==> src/rtl/dp_pkg.sv <==
// Shared types and constants for the sequenced datapath.
package dp_pkg;

  typedef enum logic [2:0] {
    OP_MOVI = 3'b000,
    OP_MOV  = 3'b001,
    OP_ADD  = 3'b010,
    OP_CMP  = 3'b011,
    OP_AND  = 3'b100,
    OP_MVN  = 3'b101,
    OP_ILL6 = 3'b110,
    OP_ILL7 = 3'b111
  } op_e;

  typedef enum logic [2:0] {
    ST_IDLE   = 3'd0,
    ST_LOAD_A = 3'd1,
    ST_LOAD_B = 3'd2,
    ST_EXEC   = 3'd3,
    ST_WB     = 3'd4
  } state_e;

  localparam logic [1:0] SH_NONE = 2'b00;
  localparam logic [1:0] SH_LSL1 = 2'b01;
  localparam logic [1:0] SH_LSR1 = 2'b10;
  localparam logic [1:0] SH_ASR1 = 2'b11;

  localparam int Z_BIT = 0;
  localparam int N_BIT = 1;
  localparam int V_BIT = 2;

  function automatic logic is_illegal(input op_e op);
    return (op == OP_ILL6) || (op == OP_ILL7);
  endfunction

endpackage

==> src/rtl/dp_regfile.sv <==
// Register file: one write port, a sequencer read port and a debug read port.
module dp_regfile #(
  parameter int W    = 16,
  parameter int NREG = 8,
  localparam int AW  = $clog2(NREG)
) (
  input  logic          clk,
  input  logic          reset_n,
  input  logic          we,
  input  logic [AW-1:0] waddr,
  input  logic [W-1:0]  wdata,
  input  logic [AW-1:0] raddr,
  output logic [W-1:0]  rdata,
  input  logic [AW-1:0] dbg_addr,
  output logic [W-1:0]  dbg_data
);

  logic [W-1:0] regs_q [NREG];
  logic [W-1:0] regs_d [NREG];

  // Next-state of the array: only the addressed entry changes on a write.
  always_comb begin
    regs_d = regs_q;
    if (we) regs_d[waddr] = wdata;
  end

  // Storage, cleared asynchronously.
  always_ff @(posedge clk or negedge reset_n) begin
    if (!reset_n) begin
      for (int i = 0; i < NREG; i++) regs_q[i] <= '0;
    end else begin
      regs_q <= regs_d;
    end
  end

  // Both read ports are plain combinational lookups.
  always_comb begin
    rdata    = regs_q[raddr];
    dbg_data = regs_q[dbg_addr];
  end

endmodule

==> src/rtl/datapath_seq.sv <==
// Datapath with register file, operand/result registers, shifter, ALU and
// status flags, driven by a small micro-sequencer.
//
// state   | meaning
// --------+--------------------------------------------------------------
// IDLE    | cmd_ready high; accept a command, MOVI loads C immediately
// LOAD_A  | A <= reg[rn]
// LOAD_B  | B <= reg[rm]
// EXEC    | C <= ALU(A, sh(B)); CMP updates the status flags
// WB      | response pulse; reg[rd] <= C unless CMP or illegal
module datapath_seq
  import dp_pkg::*;
#(
  parameter int W     = 16,
  parameter int NREG  = 8,
  parameter int IMM_W = 8,
  localparam int AW   = $clog2(NREG)
) (
  input  logic             clk,
  input  logic             reset_n,
  input  logic             cmd_valid,
  output logic             cmd_ready,
  input  logic [2:0]       cmd_op,
  input  logic [AW-1:0]    cmd_rd,
  input  logic [AW-1:0]    cmd_rn,
  input  logic [AW-1:0]    cmd_rm,
  input  logic [1:0]       cmd_shift,
  input  logic [IMM_W-1:0] cmd_imm,
  output logic             rsp_valid,
  output logic [W-1:0]     rsp_result,
  output logic             rsp_illegal,
  output logic [2:0]       status_out,
  output logic             busy,
  input  logic [AW-1:0]    dbg_addr,
  output logic [W-1:0]     dbg_data
);

  state_e        state_q, state_d;
  op_e           op_q, op_d;
  logic [AW-1:0] rd_q, rd_d;
  logic [AW-1:0] rn_q, rn_d;
  logic [AW-1:0] rm_q, rm_d;
  logic [1:0]    shift_q, shift_d;
  logic [W-1:0]  a_q, a_d;
  logic [W-1:0]  b_q, b_d;
  logic [W-1:0]  c_q, c_d;
  logic [2:0]    status_q, status_d;

  logic          rf_we;
  logic [AW-1:0] rf_raddr;
  logic [W-1:0]  rf_rdata;

  logic [W-1:0]  sh_b;
  logic [W-1:0]  sub_res;
  logic [W-1:0]  alu_res;
  logic [W-1:0]  imm_ext;

  dp_regfile #(
    .W    (W),
    .NREG (NREG)
  ) u_regfile (
    .clk      (clk),
    .reset_n  (reset_n),
    .we       (rf_we),
    .waddr    (rd_q),
    .wdata    (c_q),
    .raddr    (rf_raddr),
    .rdata    (rf_rdata),
    .dbg_addr (dbg_addr),
    .dbg_data (dbg_data)
  );

  // The single sequencer read port serves rn in LOAD_A and rm otherwise.
  always_comb begin
    rf_raddr = (state_q == ST_LOAD_A) ? rn_q : rm_q;
  end

  // Shifter on the B operand, then the ALU.
  always_comb begin
    unique case (shift_q)
      SH_LSL1: sh_b = {b_q[W-2:0], 1'b0};
      SH_LSR1: sh_b = {1'b0, b_q[W-1:1]};
      SH_ASR1: sh_b = {b_q[W-1], b_q[W-1:1]};
      default: sh_b = b_q;
    endcase
    sub_res = a_q - sh_b;
    case (op_q)
      OP_MOV:  alu_res = sh_b;
      OP_MVN:  alu_res = ~sh_b;
      OP_ADD:  alu_res = a_q + sh_b;
      OP_AND:  alu_res = a_q & sh_b;
      OP_CMP:  alu_res = sub_res;
      default: alu_res = sh_b;
    endcase
    imm_ext = W'($signed(cmd_imm));
  end

  // Sequencer next-state, register loads and response outputs.
  always_comb begin
    state_d     = state_q;
    op_d        = op_q;
    rd_d        = rd_q;
    rn_d        = rn_q;
    rm_d        = rm_q;
    shift_d     = shift_q;
    a_d         = a_q;
    b_d         = b_q;
    c_d         = c_q;
    status_d    = status_q;
    rf_we       = 1'b0;
    rsp_valid   = 1'b0;
    rsp_illegal = 1'b0;
    case (state_q)
      ST_IDLE: begin
        if (cmd_valid) begin
          op_d    = op_e'(cmd_op);
          rd_d    = cmd_rd;
          rn_d    = cmd_rn;
          rm_d    = cmd_rm;
          shift_d = cmd_shift;
          case (op_e'(cmd_op))
            OP_MOVI: begin
              c_d     = imm_ext;
              state_d = ST_WB;
            end
            OP_MOV, OP_MVN:         state_d = ST_LOAD_B;
            OP_ADD, OP_AND, OP_CMP: state_d = ST_LOAD_A;
            default:                state_d = ST_WB;
          endcase
        end
      end
      ST_LOAD_A: begin
        a_d     = rf_rdata;
        state_d = ST_LOAD_B;
      end
      ST_LOAD_B: begin
        b_d     = rf_rdata;
        state_d = ST_EXEC;
      end
      ST_EXEC: begin
        c_d = alu_res;
        if (op_q == OP_CMP) begin
          status_d[Z_BIT] = (sub_res == '0);
          status_d[N_BIT] = sub_res[W-1];
          status_d[V_BIT] = (a_q[W-1] != sh_b[W-1]) && (sub_res[W-1] != a_q[W-1]);
        end
        state_d = ST_WB;
      end
      ST_WB: begin
        rsp_valid   = 1'b1;
        rsp_illegal = is_illegal(op_q);
        rf_we       = !((op_q == OP_CMP) || is_illegal(op_q));
        state_d     = ST_IDLE;
      end
      default: state_d = ST_IDLE;
    endcase
  end

  // Sequencer and datapath registers.
  always_ff @(posedge clk or negedge reset_n) begin
    if (!reset_n) begin
      state_q  <= ST_IDLE;
      op_q     <= OP_MOVI;
      rd_q     <= '0;
      rn_q     <= '0;
      rm_q     <= '0;
      shift_q  <= SH_NONE;
      a_q      <= '0;
      b_q      <= '0;
      c_q      <= '0;
      status_q <= '0;
    end else begin
      state_q  <= state_d;
      op_q     <= op_d;
      rd_q     <= rd_d;
      rn_q     <= rn_d;
      rm_q     <= rm_d;
      shift_q  <= shift_d;
      a_q      <= a_d;
      b_q      <= b_d;
      c_q      <= c_d;
      status_q <= status_d;
    end
  end

  // Handshake and observation outputs.
  always_comb begin
    cmd_ready  = (state_q == ST_IDLE);
    busy       = !cmd_ready;
    rsp_result = c_q;
    status_out = status_q;
  end

endmodule

==> config.mk <==
export PLATFORM = sky130hd
export DESIGN_NAME = datapath_seq
export DESIGN_NICKNAME = d
export VERILOG_FILES = /design/src/rtl/dp_pkg.sv /design/src/rtl/dp_regfile.sv /design/src/rtl/datapath_seq.sv
export SDC_FILE = /design/constraint.sdc
export NUM_CORES = 1
export LEC_CHECK = 0
export ABC_AREA = 1
export CORE_MARGIN = 3
export CORE_UTILIZATION = 35
export CTS_BUF_LIST = sky130_fd_sc_hd__clkbuf_4
export CTS_CLUSTER_SIZE = 20
export DETAILED_ROUTE_END_ITERATION = 8
export PLACE_DENSITY_LB_ADDON = 0.1
export SYNTH_ARGS = -nofsm -noshare
export SYNTH_HDL_FRONTEND = slang
export SYNTH_SLANG_ARGS = --single-unit
==> constraint.sdc <==
create_clock -name clk -period 3.2 [get_ports clk]
set_input_delay 0.64 -clock clk [delete_from_list [all_inputs] [get_ports clk]]
set_output_delay 0.64 -clock clk [all_outputs]
set_load 0.005 [all_outputs]
==> qor.yml, run 1 <==
run_status:
  outcome: "completed"
setup_path:
  path_cells: "dlygate4sd2_1 > inv_1 > buf_12 > a21oi_1 > o21ai_0 > nand2_1 > nor2_1 > a31oi_1 > buf_4 > clkdlybuf4s50_1"
  critPathRequiredTime_ns: 2.56
  cp.arrival_ns: 2.37
  cp_top_family: "buffers and inverters"
  critical-path-slowest-cell: "clkdlybuf4s50_1"
  critPathBufInv: 5
  path_class: "primary input to output pin"
  cp_max_fo: 32
  start_kind: "primary input"
  cp-end-kind: "output pin"
  slowest_delay_ns: 0.49
placement:
  port_buffers: 66
  pre_cts_ws_ns: -0.0726
  post-place-cells: 2203
  gp_congestion: 0.913
  dpl.hpwl_um: 28500
detailed_routing:
  wl_per_cell_um: 18.5
  viasPerCell: 5.26
  detail-route-antenna-nets: 0
  drt_iter0_markers: 819
  dr_total_vias: 11800
  totalWireLength_um: 41400
  dr.pass1.iters: 5
  drc: 0
clocking:
  cts_made_buffers: 17
  path_clk_slew_ns: 0.15
  ctsRootBufferMaster: "clkbuf_4"
  clock_latency_ns: 0.68
  cts_sinks: 196
  clock_path_buffers: 2
  cts_tree: "done"
  cts_max_level: 4
sta:
  skew_ns: 0.0604
  rsz0062_at_grt: "no"
  hold_viol_final: 0
  finalWorstSetupSlack_ns: 0.192
  fin_crit_sh_pct: 94.0
  worst_pin_slew_ns: 1.00
  drv_slew: 0
  slew_headroom_pct: 33.3
  finalSetupViolCount: 0
  min_period_ns: 3.01
  worst_hold_slack_ns: 0.0108
  fmax_ghz: 0.332
global_routing:
  grt_pass1_wl_um: 65200
  antenna_found_initial: 2
  grt_overflow: 0
  track_usage_pct: 21.9
  grt_pass1_vias: 11300
  grt_max_degree: 78
yosys:
  synth_flop_cell: "dfrtp_1"
  ys_ff_latch: 196
  yosysMostFrequentCell: "nand2_1"
  syn-cell-area_um2: 12300
  syn-mean-instance-area_um2: 7.14
  syn_nets: 1790
  netlist_instances: 1726
  yosys.area.top_type_share_pct: 39.8
  seq_area_frac_synth_pct: 39.8
  yosysWarningCount: 0
  synth.distinct_cells: 44
  yosysTopAreaCell: "dfrtp_1"
  synthTopCellsByArea: "dfrtp_1 (40%), nand2_1 (14%), o21ai_0 (10%), inv_1 (6.2%), a21oi_1 (5.7%)"
  synth_edf_count: 0
  yosys-top-cells-count: "nand2_1 (469), o21ai_0 (247), inv_1 (204), dfrtp_1 (196), a21oi_1 (140)"
  synthArstFlopShare_pct: 100
final_layout:
  layout-drive-gt1-share_pct: 7.86
  layout.cells.non_filler: 2241
  fillers: 3671
  fin_nets: 1834
  multi_input_area_um2: 6300
  area_growth_syn_to_layout_pct: 14.0
  regArea_um2: 4910
power:
  vdd_drop_max_mv: 0.418
  power_leakage_nw: 6.59
  power_w: 0.0164
  power.density_nw_per_um2: 1170
floorplan:
  num_rows: 68
  fp.dieW_um: 194
  die_y_um: 194
  initial_utilization_pct: 35.6
  io_pins: 67
  dieArea_um2: 37500
  core_um2: 34600
flow_run:
  drv_cap: 0
hold_path:
  hold_class: "primary input to async pin"
[metrics by stage]
step | TNS, ns | area [µm²] | utilization (%)
floorplan | 0 | 12300 | -
global placement | -0.174 | 13600 | 39.2
detailed placement | -0.165 | 13600 | 39.2
CTS | 0 | 13900 | 40.1
global route | 0 | 14100 | 40.6
finish | 0 | 14100 | 40.6
[placed cells by master, fill, tap and decap left out, types with 48 or more instances in the layout]
master,n
o211ai_1,52
o21ai_1,48
clkdlybuf4s50_1,63
nor2_1,55
nand3_1,73
nand2_1,468
a21oi_1,138
o21ai_0,246
dfrtp_1,195
inv_1,201
[worst paths after layout]
check	startpoint	end	slack, ns	depth (start not counted)
max	dbg_addr[1]	dbg_data[5]	0.19	10
min	reset_n	rsp_result[12]	0.01	1
max reg2reg	shift_q[1]	status_out[0]	0.21	15
min reg2reg	u_regfile.regs_q[107]	u_regfile.regs_q[107]	0.50	2
max in group asynchronous	reset_n	u_regfile.regs_q[103]	2.43	2
min in group clk	u_regfile.regs_q[107]	u_regfile.regs_q[107]	0.50	2
[metal layers]
layer / global-route usage (%) / part of all wire [%]
met5: 0 / 0
met4: 5.41 / 1.3
met3: 2.76 / 4.3
met2: 36.4 / 47
met1: 30.6 / 47
[cell type report]
class	count	area share (%)
Clock inverter	13	1.48
Clock buffer	17	0.908
Multi-Input combinational cell	1226	44.8
Timing Repair Buffer	117	8.06
Tap cell	455	4.05
Inverter	212	5.66
Sequential cell	196	34.9
Antenna cell	5	0.0890
[sequential cells by signal (all words and copies together) (netlist names)]
signal            cells
rm_q                  3
b_q                  16
op_q                  3
status_out            3
u_regfile.regs_q    128
a_q                  16
rn_q                  3
state_q               3
rd_q                  3
rsp_result           16
shift_q               2
[cells by family after synthesis]
| family | synth area share, % |
|---|---|
| compound gates | 24.3 |
| xor+xnor | 0.498 |
| fa+ha+maj | 3.78 |
| buf+inv | 10.1 |
| flops | 39.8 |
| simple gates | 21.6 |
[timing repair]
| action | CTS | global route |
|---|---|---|
| gates resized for setup | 1 | 29 |
| hold buffers | 0 | 0 |
| pin swaps | 0 | 0 |
| endpoints found under the hold margin | 0 | 0 |
| setup endpoints to repair | 10 | 14 |
| setup buffers | 0 | 3 |
[where the power goes]
group / internal (W) / switching, W
registers: 0.00349 / 0.000824
clock network: 0.000687 / 0.000920
logic: 0.00361 / 0.00689
(Power assumes the default switching activity.)
==> run 2, diff against run 1 <==
Settings changed: CORE_UTILIZATION 35 to 60.
==> run 2 against run 1 <==
Worst hold slack better by 0.50 ns. Die area down 41%. Critical path depth down 1. Final area down 2.6%. Global-route usage up 11 points. Critical path type unchanged. Highest routed layer unchanged.
==> qor.yml, run 2 (synthesized netlist as in run 1, its figures left out) <==
clocking:
  cts_sinks: 196  # unchanged
  cts_tree: "done"
  path_clk_slew_ns: 0.19  # +0.04 ns
  clock_latency_ns: 0.60  # -0.08 ns
  cts_setup_buffers: 0  # unchanged
  cts_max_level: 4  # unchanged
  clock_path_buffers: 2  # unchanged
  ctsRootBufferMaster: "clkbuf_4"
  cts_made_buffers: 17  # unchanged
final_layout:
  mostFrequentLayoutCells: "nand2_1 (469), o21ai_0 (247), inv_1 (203), dfrtp_1 (195), a21oi_1 (139)"
  mostFrequentLayoutCell: "nand2_1"
  final_core_util_pct: 68.9  # +28 points
  layout-drive-gt1-share_pct: 6.99  # -0.87 points
  fillers: 1722  # -53%
  largest_reg_flops: 128  # unchanged
  regMostFlops: "u_regfile.regs_q"
  area_growth_syn_to_layout_pct: 11.0
  fin_nets: 1824  # -0.55%
placement:
  port_buffers: 66  # unchanged
  dpl.hpwl_um: 26400  # -7.3%
  gp_congestion: 0.975  # +6.7%
sta:
  slew_headroom_pct: 36.5  # +3.2 points
  finalSetupViolCount: 0  # unchanged
  worst_pin_slew_ns: 0.951  # -0.0485 ns
  worst_hold_slack_ns: 0.507  # +0.496 ns
  drv_slew: 0  # unchanged
  rsz0062_at_grt: "no"
  hold_viol_final: 0  # unchanged
  min_period_ns: 3.13  # +0.119 ns
  skew_ns: 0.0412  # -0.0192 ns
  fmax_ghz: 0.320  # -3.8%
  timing.setup.tns_ns: 0  # unchanged
  fin_crit_sh_pct: 97.7  # +3.7 points
setup_path:
  critPathRequiredTime_ns: 2.56  # about the same
  slowest_delay_ns: 0.57  # +0.08 ns
  start_kind: "primary input"
  cp.arrival_ns: 2.49  # +0.12 ns
  cp_max_fo: 32  # unchanged
  critical-path-slowest-cell: "clkdlybuf4s50_1"
  cp-end-kind: "output pin"
  path_cells: "clkdlybuf4s50_1 > inv_1 > buf_12 > a21oi_1 > o21ai_0 > nand2_1 > nor2_1 > a31oi_1 > clkdlybuf4s50_1"
  cp_top_family: "buffers and inverters"
  critPathBufInv: 4  # -1
  path_class: "primary input to output pin"
  worst_path_most_repeated_cell: "clkdlybuf4s50_1"
global_routing:
  grt_overflow: 0  # unchanged
  grt_pass1_vias: 10900  # -4.0%
  antenna_found_initial: 1  # -1
  grt_pass1_wl_um: 58200  # -11%
  track_usage_pct: 32.9  # +11 points
  grt_max_degree: 69  # -12%
power:
  power.density_nw_per_um2: 1160  # -0.80%
  power_w: 0.0159  # -3.4%
  power_leakage_nw: 6.65  # +0.80%
  vdd_drop_max_mv: 0.885  # +110%
floorplan:
  dieArea_um2: 22300  # -41%
  initial_utilization_pct: 62.1  # +27 points
  fp.dieW_um: 149  # -23%
  io_pins: 67  # unchanged
  core_um2: 19800  # -43%
  die_y_um: 149  # -23%
  num_rows: 51  # -25%
detailed_routing:
  drc: 0  # unchanged
  detail-route-antenna-nets: 0  # unchanged
  totalWireLength_um: 36800  # -11%
  dr_total_vias: 12100  # +2.5%
  viasPerCell: 5.92  # +13%
  drt_iter0_markers: 1227  # +50%
  dr.pass1.iters: 7  # +2
  wl_per_cell_um: 18.1  # -2.1%
hold_path:
  hold_class: "register to register"
flow_run:
  drv_cap: 0  # unchanged
run_status:
  outcome: "completed"
-- run 2: routing by layer --
layer / vias to the layer above / share of wire [%] / track usage (%)
met5: - / 0 / 0
met4: 0 / 1.8 / 8.10
met3: 51 / 8.0 / 4.13
met2: 588 / 45 / 51.0
met1: 5651 / 45 / 49.6
li1: 5791 / - / -
-- run 2: worst register-to-register path, stage by stage (launching register included) --
cell and delay [ns]:
dfrtp_2 0.47, nor2_2 0.06, buf_4 0.15, a21boi_0 0.25, inv_1 0.13, ha_1 0.23
fa_1 0.44, inv_1 0.10, nand2_1 0.05, nand2_1 0.16, nand2_1 0.10, nand3_1 0.07
nand2_1 0.05, nand2_1 0.07, nor2_1 0.06, o21ai_0 0.27, buf_4 0.18, a21boi_1 0.05
-- run 2: path summary, 6_finish.rpt --
kind,to,slack (ns),cells past startpoint,from
hold / removal,status_out[0],0.51,2,status_out[0]
setup / recovery,dbg_data[10],0.07,9,dbg_addr[1]
hold reg to reg,status_out[0],0.51,2,status_out[0]
setup reg to reg,rsp_result[8],0.19,17,shift_q[1]
min in group asynchronous,status_out[0],0.55,2,reset_n
max in group asynchronous,u_regfile.regs_q[11],1.80,3,reset_n
-- run 2: per-stage QoR --
step	worst slack [ns]	cell area, µm²	instances
finish	0.0734	13700	2039
global route	0.00507	13700	2039
CTS	0.00217	13600	2038
detailed placement	0.0108	13300	2005
global placement	0.0296	13300	2005
floorplan	0.457	12300	1726
-- run 2: cell type report --
type                            count  area (µm²)  area share (%)
Antenna cell                        1        2.50          0.0183
Clock buffer                       17         128           0.933
Clock inverter                     15         204            1.49
Inverter                          212         796            5.82
Multi-Input combinational cell   1226        6250            45.7
Sequential cell                   196        4910            35.9
Tap cell                          265         332            2.42
Timing Repair Buffer              107        1060            7.77
-- run 2: where the power goes --
| group | internal [W] | switching, W |
|---|---|---|
| clock network | 0.000455 | 0.000996 |
| registers | 0.00349 | 0.000813 |
| logic | 0.00344 | 0.00667 |
-- run 2: repair_timing --
| item | CTS | global route |
|---|---|---|
| setup endpoints to repair | 2 | 21 |
| gates cloned | 0 | 0 |
| resized for setup | 2 | 23 |
| hold buffers | 1 | 0 |
| hold endpoints to repair | 3 | 0 |
